<file path="config.mk">
export PLATFORM = sky130hd
export DESIGN_NAME = upc_checkout_ctrl
export DESIGN_NICKNAME = d
export VERILOG_FILES = /design/src/rtl/upc_checkout_ctrl.sv
export SDC_FILE = /design/constraint.sdc
export NUM_CORES = 1
export LEC_CHECK = 0
export BUFFER_PORTS_ARGS = -buffer_cell sky130_fd_sc_hd__buf_2
export CORE_MARGIN = 2
export CORE_UTILIZATION = 42
export CTS_CLUSTER_SIZE = 10
export DETAILED_ROUTE_END_ITERATION = 16
export PLACE_DENSITY = 0.66
export SYNTH_ARGS = -nofsm -noshare
export SYNTH_HDL_FRONTEND = slang
export SYNTH_SLANG_ARGS = --single-unit
</file>
<file path="constraint.sdc">
create_clock -name clk -period 3.3 [get_ports clk]
set_clock_uncertainty 0.05 [all_clocks]
set_input_delay 0.495 -clock clk [delete_from_list [all_inputs] [get_ports clk]]
set_output_delay 0.495 -clock clk [all_outputs]
set_load 0.1 [all_outputs]
</file>
<file path="src/rtl/upc_checkout_ctrl.sv">
// UPC checkout lane controller: scan intake, session tallies, exit gate / alarm decision.
// Optional idle-session abandonment is enabled with `define UPC_SESSION_TIMEOUT_EN.
module upc_checkout_ctrl #(
    parameter int CNT_W   = 4,
    parameter int TIMEOUT = 1000
) (
    input  logic             clk,
    input  logic             reset,
    input  logic             scan_valid,
    output logic             scan_ready,
    input  logic [3:0]       scan_code,
    input  logic             exit_req,
    input  logic             alarm_ack,
    output logic             gate_open,
    output logic             alarm,
    output logic             code_err,
    output logic [3:0]       disp_code,
    output logic             disp_valid,
    output logic [CNT_W-1:0] item_cnt,
    output logic [CNT_W-1:0] sale_cnt,
    output logic [CNT_W-1:0] stolen_cnt
);

    typedef enum logic [1:0] {
        IDLE,
        SESSION,
        RELEASE,
        ALARM
    } state_t;

    localparam logic [CNT_W-1:0] CNT_MAX = '1;

    state_t state;
    state_t next_state;

    logic       accept;
    logic       code_ok;
    logic       item_sale;
    logic       item_stolen;
    logic       take;
    logic       stolen_any;
    logic       clear_tally;
    logic       timeout_hit;
    logic [2:0] upc;

    // scan_code is {M,U,P,C}
    assign upc         = scan_code[2:0];
    assign accept      = scan_valid & scan_ready;
    assign code_ok     = (upc != 3'd2) && (upc != 3'd7);
    assign item_sale   = (scan_code[2] & scan_code[0]) | scan_code[1];
    assign item_stolen = ~scan_code[1] & ~scan_code[3] & (scan_code[2] | ~scan_code[0]);
    assign take        = accept & code_ok;
    // Exit decision must see the stolen bit of an item scanned in the same cycle.
    assign stolen_any  = (stolen_cnt != '0) | (take & item_stolen);
    assign clear_tally = (state == RELEASE) | ((state == ALARM) & alarm_ack) | timeout_hit;

`ifdef UPC_SESSION_TIMEOUT_EN
    localparam int TW = $clog2(TIMEOUT + 1);
    logic [TW-1:0] idle_cnt;

    assign timeout_hit = (state == SESSION) && !accept && !exit_req &&
                         (idle_cnt == TW'(TIMEOUT - 1));

    always_ff @(posedge clk or posedge reset) begin
        if (reset) begin
            idle_cnt <= '0;
        end else if ((state != SESSION) || accept || exit_req || timeout_hit) begin
            idle_cnt <= '0;
        end else begin
            idle_cnt <= idle_cnt + 1'b1;
        end
    end
`else
    logic unused_timeout;
    assign unused_timeout = ^TIMEOUT;
    assign timeout_hit    = 1'b0;
`endif

    // NOTE: next_state gets a default first so no path through the case can infer a latch.
    always_comb begin
        next_state = state;
        case (state)
            IDLE: begin
                if (exit_req && take)  next_state = stolen_any ? ALARM : RELEASE;
                else if (take)         next_state = SESSION;
            end
            SESSION: begin
                if (exit_req)          next_state = stolen_any ? ALARM : RELEASE;
                else if (timeout_hit)  next_state = IDLE;
            end
            RELEASE:                   next_state = IDLE;
            ALARM: begin
                if (alarm_ack)         next_state = IDLE;
            end
            default:                   next_state = IDLE;
        endcase
    end

    // NOTE: all state and registered outputs use non-blocking assignments so every
    // register samples the pre-edge values regardless of statement order.
    always_ff @(posedge clk or posedge reset) begin
        if (reset) begin
            state      <= IDLE;
            scan_ready <= 1'b1;
            gate_open  <= 1'b0;
            alarm      <= 1'b0;
            code_err   <= 1'b0;
            disp_code  <= '0;
            disp_valid <= 1'b0;
            item_cnt   <= '0;
            sale_cnt   <= '0;
            stolen_cnt <= '0;
        end else begin
            state      <= next_state;
            scan_ready <= (next_state == IDLE) || (next_state == SESSION);
            gate_open  <= (state == RELEASE) || ((state == IDLE) && exit_req && !take);
            alarm      <= (state == ALARM) && !alarm_ack;
            code_err   <= accept && !code_ok;

            if (clear_tally) begin
                item_cnt   <= '0;
                sale_cnt   <= '0;
                stolen_cnt <= '0;
                disp_valid <= 1'b0;
            end else if (take) begin
                disp_code  <= scan_code;
                disp_valid <= 1'b1;
                if (item_cnt != CNT_MAX)                  item_cnt   <= item_cnt + 1'b1;
                if (item_sale && (sale_cnt != CNT_MAX))   sale_cnt   <= sale_cnt + 1'b1;
                if (item_stolen && (stolen_cnt != CNT_MAX)) stolen_cnt <= stolen_cnt + 1'b1;
            end
        end
    end

endmodule

</file>
[Word-level counts from Yosys, hierarchy flattened]
Index checks and enable logic that the tools add are counted.
Storage, ports and cells
  register bits: 23
  latch bits: 0
  memory bits (writable): 0
  ROM bits: 0
  input port bits: 9
  memories kept: 0
Operators by class
  add/subtract/negate cells: 3
  multiply operators: 0
  div/mod/pow operators: 0
  magnitude comparators: 0
  equal/unequal tests: 9
  shift operators: 0
  multiplexer cells: 17
  bitwise operators: 15
  reduce and logical (&&, ||, !) cells: 24
Operators with widths (number)
  2-to-1 mux 4 bit: 9
  adder 4 x 1 -> 4 bit, second input constant: 3
  != test 4 bit, second input constant: 3
  logical AND 1 bit: 8
  2-to-1 mux 2 bit: 4
  one-hot mux 2 bit (4 select lines): 1
  AND reduction 2 bit: 4
  nonzero test 2 bit: 4
  bitwise AND 1 bit: 7
  equality test 2 x 1 -> 1 bit, second input constant: 2
  equality test 2 bit, second input constant: 2
  logical NOT 2 bit: 2
  NOT 1 bit: 4
  OR 1 bit: 4
  nonzero test 4 bit: 1
  logical NOT 1 bit: 3
  2-to-1 mux 1 bit: 3
  != test 3 x 2 -> 1 bit, second input constant: 1
  != test 3 bit, second input constant: 1
  logical OR 1 bit: 2

[Logic depth before layout (Yosys ltp)]
  depth after elaboration: 10
  depth in mapped cells: 5
  gate-level depth less buffers: 5

[Worst setup path after synthesis]
Ideal clock, no wire load.
  path type: register to register
  start: reg item_cnt[0]
  end: reg item_cnt[1]
  setup time: 0.132 ns
  arrival time: 1.886 ns
  required time: 3.118 ns
  slack: 1.232 ns
  cell stages (with the launch flop): 6
  path buffers: 0
  clock period less this slack: 2.068 ns
  cells stage by stage: dfrtp_1 -> ha_1 -> and3_1 -> a211oi_2 -> mux2i_1 -> nor2_1
Between the ends
  cells in the longest elaborated chain, start to end: 4
  elaborated cells on any way between the ends: 7
  those cells by class: add/sub: 1; eq/ne: 1; mux: 3; reduce/logical: 2
RTL lines
  start, declared: line 19  | output logic [CNT_W-1:0] item_cnt,
  start signal, assigned: line 128  | if (item_cnt != CNT_MAX) item_cnt <= item_cnt + 1'b1;
  adder 4 x 1 -> 4 bit: line 128
  2-to-1 mux 4 bit: line 128
  2-to-1 mux 4 bit: line 125  | end else if (take) begin
  2-to-1 mux 4 bit: line 120  | if (clear_tally) begin
Several ways; a longest one is shown, not always the timed one. The select of a mux whose other input is x is not followed.
A chain may end at the register's enable or synchronous reset.

[Final worst setup path]
  start: reg scan_ready
  end: out scan_ready
RTL lines
  start, declared: line 10  | output logic scan_ready,
  start signal, assigned: line 115  | scan_ready <= (next_state == IDLE) || (next_state == SESSION);
No word-level cell between the ends.

==> results by group <==
Outcome
  • Run status: complete, no violations

Synthesis
  • Post-synthesis sequential area ratio: 51.2%
  • Prevailing post-synth register cell: dfrtp_1
  • Post-synthesis cell count: 105
  • Synth Register Bits: 23
  • Share of flip-flops with an asynchronous set or reset: 100%
  • Total standard cell area after synthesis: 1130 um2
  • EDFF count, synth: 0
  • Per-instance average area after synthesis: 10.7 um2
  • Ys Warns: 0
  • Post-Synthesis Net Count: 118
  • Cell variety after synth: 37

STA
  • Final setup violation count: 0
  • Setup repair after global routing missed its margin: no
  • Final-layout setup total negative slack: 0 ns
  • Relative slew slack: 43.4%
  • Fin crit period: 1.85 ns
  • Pins Over Slew Limit: 0
  • Final number of hold-violating endpoints: 0
  • Highest clock rate: 0.541 GHz
  • Final period utilization: 56.0%
  • Tightest Pin Transition: 0.848 ns

Layout
  • Most common library cell in the layout ignoring fill and taps: buf_2
  • Area occupied by multi-input gates: 512 um2
  • Layout Nets: 151
  • Filler Cell Count: 239
  • Area Overhead vs Synth: 17.9%
  • Number of diodes: 0
  • Commonest cells after routing, fill and taps aside: 29 x buf_2, 22 x dfrtp_1, 10 x nor2_1
  • Sequential cell area in the final layout: 577 um2
  • Share of layout cells above drive strength 1: 32.1%

Clock tree
  • Clock tree from TritonCTS: yes
  • Post CTS Setup Buffer Count: 0
  • Total number of clock tree sinks: 23
  • Skew-Pair Late Insertion Delay: 0.31 ns
  • Maximum buffer depth of the clock tree: 2
  • Clock root buffer: clkbuf_4
  • CTS clk-pin slew, worst paths: 0.12 ns
  • Hold buffer count at CTS: 0
  • Level count of the clock H-tree: 1
  • Post-CTS sizing: 0
  • Number of buffers inserted during clock tree synthesis: 3

Route
  • Via-per-instance ratio: 5.25
  • Number of design rule violations left after detail routing: 0
  • Number of search-and-repair iterations in the first detailed-routing pass: 4
  • Total Routed Length: 2160 um
  • Antenna Violating Nets Remaining: 0
  • Iter 0 DRT Violations: 29
  • Via Count: 876
  • Routed length per placed instance: 12.9 um

Worst setup path
  • CP top delay family: flip-flops
  • Crit-path max FO: 3
  • Buffers & Inverters on Critical Path: 1
  • Largest incremental delay on the critical path: 0.57 ns
  • Classification of the worst setup path: reg -> out
  • Critical path launch point type: flip-flop
  • Critical Path RT: 2.75 ns
  • Cell breakdown of the critical path: buf_2
  • Cell with the largest stage delay on the worst path: dfstp_2
  • Worst path arrival time: 1.30 ns
  • Worst setup EP type: output port

Place
  • Gp weighted congestion: 0.800
  • Total half-perimeter wirelength after legalization and detailed placement: 1580 um
  • Count of buffers inserted at the top-level ports: 29

Floorplan
  • Number of core rows: 18
  • Die Width: 55.8 um
  • Area of the die: 3110 um2
  • Die height: 55.8 um
  • Initial core utilization: 45.0%
  • Boundary pin count: 30
  • Area of the core region: 2500 um2

GRT
  • Via count of the first global-routing pass: 796
  • Antenna violations before repair: 0
  • Global-route wire length before repair: 3650 um
  • Largest net degree at the start of global routing: 24
  • Congestion Overflow GR: 0
  • Total Routing Usage GR: 15.0%

Min path
  • Min-Delay Path Class: in -> async

Job
  • MaxCap Viol Count: 0
==> kinds of logic after synthesis <==
logic type,Yosys count,share of synthesized area (%)
adders and majority gates,5,5.33
muxes,6,5.78
and+or+nand+nor,38,19.3
xor gates and xnor gates,4,3.11
AOI/OAI and AO/OA,21,11.9
DFF,23,51.2
buffers and inverters,8,3.33
==> through the flow <==
step | worst slack, ns | utilization (%) | area (um2) | cells | hold slack, ns
2_1_floorplan | 1.23 | - | 1130 | 105 | 0.396
3_3_place_gp | 1.53 | 52.1 | 1300 | 163 | 0.429
3_5_place_dp | 1.49 | 52.1 | 1300 | 163 | 0.436
4_1_cts | 1.44 | 53.1 | 1330 | 167 | 0.314
5_1_grt | 1.41 | 53.1 | 1330 | 167 | 0.341
6_report | 1.45 | 53.1 | 1330 | 167 | 0.279
==> synth_stat cells (all sizes together) (2+ instances only) <==
| cell | count | area share, % |
|---|---|---|
| a211oi | 2 | 1.8 |
| a21oi | 8 | 3.6 |
| dfrtp | 22 | 49 |
| ha | 4 | 4.4 |
| inv | 6 | 2.0 |
| mux2 | 4 | 4.0 |
| mux2i | 2 | 1.8 |
| nand2 | 4 | 1.3 |
| nand3 | 8 | 4.0 |
| nor2 | 11 | 3.9 |
| nor3 | 3 | 1.3 |
| o21ai | 5 | 2.2 |
| or3 | 3 | 1.7 |
| xnor2 | 3 | 2.3 |
==> layout make-up <==
type,count,share of cell area (%)
clock buffers,4,1.98
multi-input cells,74,38.5
flip-flops and latches,23,43.4
repair buffers,30,11.5
well taps,30,2.83
inverters,6,1.70
==> routing by layer <==
layer  GRT usage [%]  routed length [um]  up-vias
met4            5.23                  30        0
met2            23.0                 983       24
met5               0                   0        -
li1                -                   -      439
met3            5.35                 131        4
met1            19.5                1020      409
==> state kept, by name, indices dropped and copies added (netlist names) <==
signal	flops
alarm	1
code_err	1
disp_code	4
disp_valid	1
gate_open	1
item_cnt	4
sale_cnt	4
scan_ready	1
state	2
stolen_cnt	4
==> final timing paths <==
path / startpoint / end / slack, ns / cells after the start
max: scan_ready$_DFF_PP1_ / scan_ready / 1.45 / 1
min: reset / stolen_cnt[0]$_DFFE_PP0P_ / 0.28 / 2
max reg2reg: scan_ready$_DFF_PP1_ / disp_code[0]$_DFFE_PP0P_ / 1.65 / 4
min reg2reg: state[0]$_DFF_PP0_ / gate_open$_DFF_PP0_ / 0.46 / 1
max in group asynchronous: reset / disp_valid$_DFFE_PP0P_ / 2.40 / 2
min in group clk: scan_code[3] / disp_code[3]$_DFFE_PP0P_ / 0.37 / 2
Power is left out: the tool's default activity adds up to more than one toggle a clock period on the data nets, which glitch-free logic cannot reach.
